File: src/rtl/l2_mem_arbiter_if.sv
// Refill/writeback bundle between the two cache refill paths, the miss arbiter and main memory.
// The master view belongs to the arbiter; the slave view is the cache/memory side.
interface l2_mem_arbiter_if #(
   parameter int DATA_WIDTH = 32
);
   logic                  i_req;
   logic [DATA_WIDTH-1:0] i_addr;
   logic [DATA_WIDTH-1:0] i_rdata;
   logic                  i_ack;
   logic                  d_req;
   logic [DATA_WIDTH-1:0] d_addr;
   logic                  d_wb;
   logic [DATA_WIDTH-1:0] d_wb_addr;
   logic [DATA_WIDTH-1:0] d_wb_data;
   logic [DATA_WIDTH-1:0] d_rdata;
   logic                  d_ack;
   logic                  mem_en;
   logic                  mem_we;
   logic [DATA_WIDTH-1:0] mem_addr;
   logic [DATA_WIDTH-1:0] mem_wdata;
   logic [DATA_WIDTH-1:0] mem_rdata;
   logic                  busy;

   modport master (
      input  i_req, i_addr, d_req, d_addr, d_wb, d_wb_addr, d_wb_data, mem_rdata,
      output i_rdata, i_ack, d_rdata, d_ack, mem_en, mem_we, mem_addr, mem_wdata, busy
   );

   modport slave (
      output i_req, i_addr, d_req, d_addr, d_wb, d_wb_addr, d_wb_data, mem_rdata,
      input  i_rdata, i_ack, d_rdata, d_ack, mem_en, mem_we, mem_addr, mem_wdata, busy
   );
endinterface

File: src/rtl/l2_mem_arbiter.sv
// Miss controller: round-robin between I-side and D-side refills, optional dirty writeback,
// then a fixed-latency memory read and a one-cycle ack to the owner.
//
// state   | meaning
// IDLE    | waiting for a refill request; grant is taken at the clock edge
// WB      | single write of the latched D-side victim
// RD      | read strobe held MEM_LATENCY cycles; last cycle captures mem_rdata
// ACK     | one-cycle ack and refill word to the owner; round-robin pointer updated
module l2_mem_arbiter #(
   parameter int DATA_WIDTH  = 32,
   parameter int MEM_LATENCY = 2
) (
   input logic                 clk,
   input logic                 rst,
   l2_mem_arbiter_if.master    bus
);

   localparam int CW = (MEM_LATENCY > 1) ? $clog2(MEM_LATENCY) : 1;
   localparam logic [CW-1:0] CNT_LAST = CW'(MEM_LATENCY - 1);

   typedef enum logic [1:0] {
      ST_IDLE,
      ST_WB,
      ST_RD,
      ST_ACK
   } state_t;

   state_t                state_q,   state_d;
   logic                  owner_d_q, owner_d_d;
   logic                  rr_d_q,    rr_d_d;
   logic [DATA_WIDTH-1:0] addr_q,    addr_d;
   logic [DATA_WIDTH-1:0] wb_addr_q, wb_addr_d;
   logic [DATA_WIDTH-1:0] wb_data_q, wb_data_d;
   logic [DATA_WIDTH-1:0] rdata_q,   rdata_d;
   logic [CW-1:0]         cnt_q,     cnt_d;
   logic                  grant_d;

   always_ff @(posedge clk or posedge rst) begin
      if (rst) begin
         state_q   <= ST_IDLE;
         owner_d_q <= 1'b0;
         rr_d_q    <= 1'b0;
         addr_q    <= '0;
         wb_addr_q <= '0;
         wb_data_q <= '0;
         rdata_q   <= '0;
         cnt_q     <= '0;
      end else begin
         state_q   <= state_d;
         owner_d_q <= owner_d_d;
         rr_d_q    <= rr_d_d;
         addr_q    <= addr_d;
         wb_addr_q <= wb_addr_d;
         wb_data_q <= wb_data_d;
         rdata_q   <= rdata_d;
         cnt_q     <= cnt_d;
      end
   end

   always_comb begin
      state_d   = state_q;
      owner_d_d = owner_d_q;
      rr_d_d    = rr_d_q;
      addr_d    = addr_q;
      wb_addr_d = wb_addr_q;
      wb_data_d = wb_data_q;
      rdata_d   = rdata_q;
      cnt_d     = cnt_q;
      grant_d   = 1'b0;
      case (state_q)
         ST_IDLE: begin
            if (bus.i_req || bus.d_req) begin
               // rr_d_q=0 means I went last, so D takes a tie
               grant_d   = bus.d_req && (!bus.i_req || !rr_d_q);
               owner_d_d = grant_d;
               addr_d    = grant_d ? bus.d_addr : bus.i_addr;
               wb_addr_d = bus.d_wb_addr;
               wb_data_d = bus.d_wb_data;
               cnt_d     = '0;
               state_d   = (grant_d && bus.d_wb) ? ST_WB : ST_RD;
            end
         end
         ST_WB: state_d = ST_RD;
         ST_RD: begin
            if (cnt_q == CNT_LAST) begin
               rdata_d = bus.mem_rdata;
               cnt_d   = '0;
               state_d = ST_ACK;
            end else begin
               cnt_d = cnt_q + 1'b1;
            end
         end
         ST_ACK: begin
            rr_d_d  = owner_d_q;
            state_d = ST_IDLE;
         end
         default: state_d = ST_IDLE;
      endcase
   end

   assign bus.mem_en    = (state_q == ST_WB) || (state_q == ST_RD);
   assign bus.mem_we    = (state_q == ST_WB);
   assign bus.mem_addr  = (state_q == ST_WB) ? wb_addr_q :
                          (state_q == ST_RD) ? addr_q : '0;
   assign bus.mem_wdata = (state_q == ST_WB) ? wb_data_q : '0;
   assign bus.i_ack     = (state_q == ST_ACK) && !owner_d_q;
   assign bus.d_ack     = (state_q == ST_ACK) &&  owner_d_q;
   assign bus.i_rdata   = bus.i_ack ? rdata_q : '0;
   assign bus.d_rdata   = bus.d_ack ? rdata_q : '0;
   assign bus.busy      = (state_q != ST_IDLE);

endmodule

File: src/flat_wrapper.sv
// flat-port wrapper written by rule: the top's interface ports become plain ports
module l2_mem_arbiter_flat 
#(
   parameter int DATA_WIDTH  = 32,
   parameter int MEM_LATENCY = 2
)
  (clk, rst, bus_i_req, bus_i_addr, bus_d_req, bus_d_addr, bus_d_wb, bus_d_wb_addr, bus_d_wb_data, bus_mem_rdata, bus_i_rdata, bus_i_ack, bus_d_rdata, bus_d_ack, bus_mem_en, bus_mem_we, bus_mem_addr, bus_mem_wdata, bus_busy);
  l2_mem_arbiter_if #(.DATA_WIDTH(DATA_WIDTH)) bus_i ();
  input logic clk;
  input logic rst;
  input wire logic [$bits(bus_i.i_req)-1:0] bus_i_req;
  input wire logic [$bits(bus_i.i_addr)-1:0] bus_i_addr;
  input wire logic [$bits(bus_i.d_req)-1:0] bus_d_req;
  input wire logic [$bits(bus_i.d_addr)-1:0] bus_d_addr;
  input wire logic [$bits(bus_i.d_wb)-1:0] bus_d_wb;
  input wire logic [$bits(bus_i.d_wb_addr)-1:0] bus_d_wb_addr;
  input wire logic [$bits(bus_i.d_wb_data)-1:0] bus_d_wb_data;
  input wire logic [$bits(bus_i.mem_rdata)-1:0] bus_mem_rdata;
  output wire logic [$bits(bus_i.i_rdata)-1:0] bus_i_rdata;
  output wire logic [$bits(bus_i.i_ack)-1:0] bus_i_ack;
  output wire logic [$bits(bus_i.d_rdata)-1:0] bus_d_rdata;
  output wire logic [$bits(bus_i.d_ack)-1:0] bus_d_ack;
  output wire logic [$bits(bus_i.mem_en)-1:0] bus_mem_en;
  output wire logic [$bits(bus_i.mem_we)-1:0] bus_mem_we;
  output wire logic [$bits(bus_i.mem_addr)-1:0] bus_mem_addr;
  output wire logic [$bits(bus_i.mem_wdata)-1:0] bus_mem_wdata;
  output wire logic [$bits(bus_i.busy)-1:0] bus_busy;
  assign bus_i.i_req = bus_i_req;
  assign bus_i.i_addr = bus_i_addr;
  assign bus_i.d_req = bus_d_req;
  assign bus_i.d_addr = bus_d_addr;
  assign bus_i.d_wb = bus_d_wb;
  assign bus_i.d_wb_addr = bus_d_wb_addr;
  assign bus_i.d_wb_data = bus_d_wb_data;
  assign bus_i.mem_rdata = bus_mem_rdata;
  assign bus_i_rdata = bus_i.i_rdata;
  assign bus_i_ack = bus_i.i_ack;
  assign bus_d_rdata = bus_i.d_rdata;
  assign bus_d_ack = bus_i.d_ack;
  assign bus_mem_en = bus_i.mem_en;
  assign bus_mem_we = bus_i.mem_we;
  assign bus_mem_addr = bus_i.mem_addr;
  assign bus_mem_wdata = bus_i.mem_wdata;
  assign bus_busy = bus_i.busy;
  l2_mem_arbiter #(.DATA_WIDTH(DATA_WIDTH), .MEM_LATENCY(MEM_LATENCY)) u_core (.clk(clk), .rst(rst), .bus(bus_i));
endmodule
File: config.mk
export PLATFORM = sky130hd
export DESIGN_NAME = l2_mem_arbiter_flat
export DESIGN_NICKNAME = d
export VERILOG_FILES = /design/src/rtl/l2_mem_arbiter_if.sv /design/src/rtl/l2_mem_arbiter.sv /design/src/flat_wrapper.sv
export SDC_FILE = /design/constraint.sdc
export NUM_CORES = 1
export LEC_CHECK = 0
export CORE_MARGIN = 1
export CORE_UTILIZATION = 39
export CTS_CLUSTER_SIZE = 16
export DETAILED_ROUTE_END_ITERATION = 6
export PLACE_DENSITY = 0.78
export SLEW_MARGIN = 10
export SYNTH_ARGS = -nofsm -noshare
export SYNTH_HDL_FRONTEND = slang
export SYNTH_SLANG_ARGS = --single-unit
File: constraint.sdc
create_clock -name clk -period 4.25 [get_ports clk]
set_input_delay 0.425 -clock clk [delete_from_list [all_inputs] [get_ports clk]]
set_output_delay 0.425 -clock clk [all_outputs]
set_load 0.05 [all_outputs]
==> summary by stage, run 1 <==
Yosys
The cell type contributing the most total cell area after synthesis is sky130_fd_sc_hd__dfrtp_1. The number of nets in the synthesized netlist is 765. After Yosys synthesis, and, or, nand and nor cells account for 14.9% of the synthesized area.

Each instance of the synthesized netlist takes up on average 11.4 um2. The flip-flop cell with the highest count after synthesis is sky130_fd_sc_hd__dfrtp_1. After synthesis, the share of flip-flops with an asynchronous set or reset is 100%. Yosys instantiated no cell more often than sky130_fd_sc_hd__dfrtp_1. The compound-gate portion of the synthesized area is 6.69%.

In this run, synthesis produced a sequential element count of 133. The number of distinct library cells after synthesis is 35. In the synthesized netlist, mux cells make up 23.9% of the area.

The area share of xor/xnor cells in the synthesized design is 0.129%. The number of flops mapped to enable cells by yosys is 0. After synthesis, the cell types taking the most area are sky130_fd_sc_hd__dfrtp_1 (49%), sky130_fd_sc_hd__mux2_4 (13%), sky130_fd_sc_hd__and2_1 (6.0%), sky130_fd_sc_hd__nand2_1 (5.4%), sky130_fd_sc_hd__mux2_2 (5.3%).

Synthesis produced 595 cells. For this run, the register share of the synthesized area comes to 49.0%. In this run the cell area of the synthesized design comes to 0.00679 mm2.

After synthesis, the most frequently instantiated cells are sky130_fd_sc_hd__dfrtp_1 (133), sky130_fd_sc_hd__nand2_1 (98), sky130_fd_sc_hd__and2_1 (65). The synthesis warning total is 0. The dominant combinational cell family by area after synthesis is multiplexers. Of the total synthesized cell area, the portion taken by full adders, half adders and majority gates is 0.921%. The top cell type by area accounts for 49.0% of the synthesized area.

Worst setup path
The highest fanout seen on the critical path is 56. The element type at the critical path end is an output port. The kind of launch point of the worst setup path is a flip-flop. The required time reported for the critical path endpoint is 3.83 ns. Data on the critical path arrives at its endpoint at 2.94 ns. The depth of the worst register-to-register path is 5.

The classification of the worst setup path is flip-flop to output port.

Timing
The worst path needs 3.36 ns of the cycle, external delays included. The worst path uses 79.1% of the clock period. Hold is met by 0.480 ns.

The count of endpoints failing setup in the final report is 0. The final-report max-slew violation count was 0. The final hold violation count came to 0. Headroom to the max-slew limit came out at 32.2%. The transition time of the tightest slew-check pin is 1.02 ns. For this run, the top clock speed supported by timing is 0.298 GHz. Setup repair after global routing left no endpoint under its margin.

The clock skew is 0.00783 ns. The sum of negative setup slack is 0 ns.

CTS
Buffers added to address setup during post-CTS repair amount to 0. The buffer levels on the longest clock path is 2. The TritonCTS clock tree is built. The tree is rooted in a sky130_fd_sc_hd__clkbuf_16. The number of gates given a new drive strength after cts is 0. The number of buffers created by CTS is 17.

Hold repair after CTS inserted 0 buffers. The number of clock sinks seen by CTS is 133. The clock transition at the register clock pins on the worst setup and hold paths after CTS is 0.06 ns. The CTS H-tree depth is 4. The later-pin clock latency in the skew report is 0.41 ns.

Pwr
Net switching is 43.6% of the power. The internal power summed over all cells is 4.74 mW. Power spread over the standard cell area amounts to 805 mW/mm2. After layout, the design draws a total of 8.41 mW.

For this design the static power due to leakage is 4.61 nW. The proportion of power drawn by combinational gates is 54.5%. The net switching power figure is 3.67 mW.

The share of total power in sequential cells is 28.2%. The clock network burns 17.3% of the power. The maximum vdd drop is 455 uV.

Layout
Summing all multi-input logic gate instances after layout gives 0.00317 mm2. After the last flow step, the layout net total stands at 1047. The number of fill cells in the layout is 1427.

Registers take 0.00333 mm2. 0 antenna diodes ended up in the layout. The area of all placed cells without fillers is 0.0105 mm2. The share of final-layout standard cells stronger than drive strength 1 is 16.6%. From synthesis to final layout, the design area changed by 53.9%.

Floorplan
Measured along the x axis, the die boundary spans 134 um. The vertical die dimension is 134 um. The count of standard-cell rows is 47.

The overall die area is 0.0179 mm2. The number of placed I/O pins is 298. The region available for standard cell placement spans 0.0168 mm2. The initial utilization of the core area, before any placement, comes to 40.4%.

Placement
Routability-driven placement finished with a final weighted congestion of 0.795. Once placement finished, the instance area stood at 0.00986 mm2. After legalization and detailed placement, the total HPWL measured 13000 um. The port buffer count is 297.

Worst hold path
The type of the tightest min-delay check is flip-flop to flip-flop. The worst hold path was traced through 2 stages.

GRT
The number of antenna violations at the first check in global routing is 0. The via count of the first global-routing pass came to 5474. Entering global routing, the biggest net connects 94 pins. Summed over all layers, the global routing overflow is 0. The wire length of the first global-routing pass is 28800 um. Global routing used 20.6% of the available tracks across all layers.

Routing
The first routing iteration left 152 violations. The average vias per placed instance is 4.83. The number of nets with antenna violations after detailed routing is 0. The count of unresolved DRC violations after routing is 0.

For this block, the routed nets add up to 18400 um of wire. The total via count after detailed routing is 5356. In the final routed layout, each cell accounts on average for 16.5 um. The first detailed-routing pass took 5 iterations.

Job
The tool flagged a number of max-cap violations equal to 0.

Outcome
The run finished with clean final reports.
cell families after synthesis:
logic type / after synthesis
fa+ha+maj: 5
mux: 128
xor+xnor: 1
flops: 133
compound gates: 76
simple gates: 202
buf+inv: 50
worst max-delay path, cell delays in order (launching register included):
cell                              delay (ns)
sky130_fd_sc_hd__dfrtp_1                0.42
sky130_fd_sc_hd__inv_1                  0.12
sky130_fd_sc_hd__ha_2                   0.64
sky130_fd_sc_hd__buf_12                 0.30
sky130_fd_sc_hd__nand2_1                0.08
sky130_fd_sc_hd__o21ai_0                0.09
sky130_fd_sc_hd__clkdlybuf4s50_1        0.84
stage by stage:
step | worst slack, ns | util (%) | instances
global route | 0.678 | 62.1 | 1110
detailed placement | 1.32 | 58.6 | 1078
finish | 0.890 | 62.1 | 1110
global placement | 1.41 | 58.6 | 1078
CTS | 0.869 | 62.1 | 1110
floorplan | 0.271 | - | 595
layout make-up:
class / count / area share (%)
tap: 220 / 2.63
clock buffer: 18 / 4.20
clock inverter: 14 / 1.45
inverter: 6 / 0.263
sequential: 133 / 31.8
multi-input combinational: 412 / 30.3
timing repair buffer: 307 / 29.3
layer usage:
metal / GRT usage [%] / vias to the layer above / share of wire [%]
met2: 35.1 / 221 / 49
met4: 7.13 / 0 / 1.8
met3: 5.40 / 22 / 7.3
met1: 25.1 / 2529 / 42
met5: 0 / - / 0
li1: - / 2584 / -
placed cells by master, fill, tap and decap left out, drive strengths merged, types with 2 or more instances in the layout:
cell type      instances
nand2                 98
clkdlybuf4s50        297
nand3                  2
inv                    9
dfrtp                133
and2                  65
bufinv                 2
and3                  32
nor2                   2
mux2                  96
clkbuf                18
clkinv                 4
mux2i                 32
o21ai                 67
ha                     5
clkinvlp               5
buf                   10
a21oi                  2
state kept, by name, indices dropped and copies added, names as in the netlist:
signal / cells
u_core.addr_q: 32
u_core.cnt_q: 1
u_core.wb_data_q: 32
u_core.owner_d_q: 1
u_core.wb_addr_q: 32
u_core.state_q: 2
u_core.rdata_q: 32
u_core.rr_d_q: 1
power by group through the flow:
stage / registers (mW) / clock network [mW] / logic [mW]
3_3_place_gp: 2.35 / 0 / 4.56
3_5_place_dp: 2.37 / 0 / 4.62
2_1_floorplan: 2.19 / 0 / 3.44
5_1_grt: 2.45 / 1.54 / 4.86
6_report: 2.37 / 1.46 / 4.59
4_1_cts: 2.36 / 1.49 / 4.63
final timing paths:
check | from | slack (ns) | to
setup / recovery | u_core.state_q[1] | 0.89 | bus_mem_addr[9]
hold / removal | u_core.addr_q[27] | 0.48 | u_core.addr_q[27]
setup reg to reg | u_core.state_q[0] | 1.97 | u_core.wb_addr_q[23]
hold reg to reg | u_core.addr_q[27] | 0.48 | u_core.addr_q[27]
max in group asynchronous | rst | 2.83 | u_core.wb_addr_q[16]
min in group asynchronous | rst | 0.58 | u_core.wb_data_q[17]
No activity file was read; power rests on OpenSTA's default activity.
==> run 2: changes to the inputs <==
Clock period 4.25 ns to 3 ns, I/O delays scaled along.
==> run 2 against run 1 <==
  * Via count grew 2.2%
  * Clock-buffer cell count grew 2
  * Core utilization grew 4.5 points
  * Hold slack lost 0.27 ns
  * Cell count grew 0.27%
  * Critical endpoint is now bus_mem_wdata[1]
  * Largest cell class is now non-clock buffers
==> summary by stage, run 2 (synthesis gave the netlist of run 1 again) <==
Worst setup path
The element type at the critical path end is an output port. The data arrival time of the worst path is 2.53 ns. Traced cell by cell, the critical path runs through inv_1 -> ha_2 -> and2_1 -> clkdlybuf4s50_1. The depth of the worst register-to-register path is 6. The source of the worst register-to-register timing path is u_core.state_q[0]. The setup slack on the worst flop-to-flop path is 0.92 ns. Data on the critical path is required at its endpoint by 2.70 ns. On the critical path, the stage with the largest delay is an instance of sky130_fd_sc_hd__clkdlybuf4s50_1. The count of buffering cells on the critical path with inverters included is 2. Of all nets on the critical path, the largest fanout is 34. The largest single stage delay on the critical path is 0.81 ns. The classification of the worst setup path is flip-flop to output port. In this run the critical register-to-register path is captured at u_core.rdata_q[31]. STA classifies the critical path startpoint as a flip-flop. The cell family contributing the most delay on the critical path is buffers and inverters.

GRT
The global-route usage over all layers is 21.7%. The total overflow reported by the global router is 0. Entering global routing, the biggest net connects 70 pins.

The via count of the first global-routing pass came to 5799. The number of antenna violations at the first check in global routing was 0. The wire length of the first global-routing pass is 30000 um.

CTS
The clock transition at the register clock pins on the worst setup and hold paths after CTS is 0.05 ns. The number of clock sinks seen by CTS is 133. The buffer levels on the longest clock path is 2. Once the clock tree was built, the setup fixing pass inserted 0 buffers. The number of gates given a new drive strength after cts is 0. The cell sitting at the root of the clock tree is a sky130_fd_sc_hd__clkbuf_16. The later-pin clock latency in the skew report is 0.41 ns.

The hold buffer count at cts is 0. TritonCTS built the clock tree. The CTS H-tree depth is 4. The number of buffers created by CTS is 17.

Floorplan
The die covers 0.0179 mm2. Measured along the y axis, the die boundary spans 134 um. The initial utilization of the core area, before any placement, comes to 40.4%. 298 I/O pins were placed. The area of the core is 0.0168 mm2.

The die is 134 um wide. The count of standard-cell rows is 47.

Placement
Input and output buffers added on the ports amount to 297. Routability-driven placement finished with a final weighted congestion of 0.837. After legalization and detailed placement, the total HPWL measured 13900 um.

Layout
Leaving out fill and tap cells, the most frequent cell in the layout is sky130_fd_sc_hd__clkdlybuf4s50_1. The post-route netlist has 24.0% of its cells at a drive strength greater than 1. Leaving out fill and tap cells, the most frequent cells in the layout are sky130_fd_sc_hd__clkdlybuf4s50_1 (232), sky130_fd_sc_hd__dfrtp_1 (133), sky130_fd_sc_hd__nand2_1 (98), sky130_fd_sc_hd__buf_12 (70), sky130_fd_sc_hd__and2_1 (65).

The repair_antennas step left the layout with diodes totalling 0. From synthesis to final layout, the design area changed by 65.1%. The layout net count is 1050.

Routing
After detailed routing, the number of vias per cell comes to 4.92. The pre-antenna-repair detailed-routing pass consisted of 4 iterations. Summed over all layers, the routed wires come to 18700 um. For this run, design rule violations remaining after detail routing come to 0.

The number of nets with antenna violations after detailed routing is 0. After detailed routing, the average wire length per cell comes to 16.8 um. The detailed router finished its first iteration with 215 violations. The routed layout has 5475 vias.

Pwr
Power spread over the standard cell area amounts to 1170 mW/mm2. The static leakage is 4.98 nW. Across the VDD grid, the largest voltage drop is 634 uV.

Timing
The count of endpoints failing setup in the final report is 0. For the final database, setup skew stands at 0.00658 ns. The clock period minus worst slack is 2.83 ns. The worst slew margin relative to its limit is 37.3%. The final-report max-slew violation count is 0.

Adding up every negative setup slack in the final design gives 0 ns. Derived from the worst setup path, the maximum achievable clock frequency is 0.353 GHz. The final hold violation count was 0.

The share of the clock period used by the worst path after layout is 94.3%. The tightest hold path in the finished design has a slack of 0.211 ns. The transition time of the tightest slew-check pin is 0.941 ns.

Setup repair after global routing left no endpoint under its margin.

Outcome
The flow ran to the end, and the final reports show no timing, DRC or antenna violations.

Job
Max-cap violations in this run came to 0.

Worst hold path
The tightest min-delay check is of the input pin to async pin type.
-- run 2: worst max-delay path by stage --
stage / from / depth (start not counted) / slack (ns) / to
after global routing: u_core.state_q[1] / 4 / 0.01 / bus_mem_wdata[1]
after floorplan: u_core.state_q[0] / 6 / 0.44 / bus_mem_addr[10]
after global placement: u_core.state_q[1] / 5 / 0.57 / bus_mem_addr[20]
final: u_core.state_q[1] / 4 / 0.17 / bus_mem_wdata[1]
after CTS: u_core.state_q[1] / 5 / 0.06 / bus_mem_addr[22]
after detailed placement: u_core.state_q[1] / 5 / 0.52 / bus_mem_addr[26]
-- run 2: final cells by class --
type / instances / area (um2)
inverter: 6 / 26.3
clock inverter: 12 / 178
fill: 1260 / 5610
sequential: 133 / 3330
clock buffer: 20 / 447
timing repair buffer: 310 / 3790
multi-input combinational: 412 / 3170
tap: 220 / 275
-- run 2: stage by stage --
stage	total power, mW	setup WS (ns)	std cells	utilization (%)	instance area (um2)
final	13.1	0.170	1113	66.6	11200
after global placement	10.8	0.572	1081	62.9	10600
after global routing	13.7	0.0129	1113	66.6	11200
after floorplan	7.98	0.439	595	-	6790
after CTS	13.2	0.0645	1113	66.6	11200
after detailed placement	10.9	0.520	1081	62.9	10600
-- run 2: power breakdown --
group          leakage [nW]  total [mW]  internal, mW  switching [mW]
sequential             1.58        3.35          2.73           0.627
combinational          3.11        7.52          3.52            4.00
clock                 0.293        2.19          1.41           0.777
total                  4.98        13.1          7.66            5.40
-- run 2: metal layers --
metal | up-vias | track usage (%) | routed length (um)
met3 | 37 | 5.56 | 1180
met1 | 2627 | 24.9 | 7460
met2 | 227 | 37.9 | 9490
met4 | 0 | 9.60 | 601
met5 | - | 0 | 0
li1 | 2584 | - | -
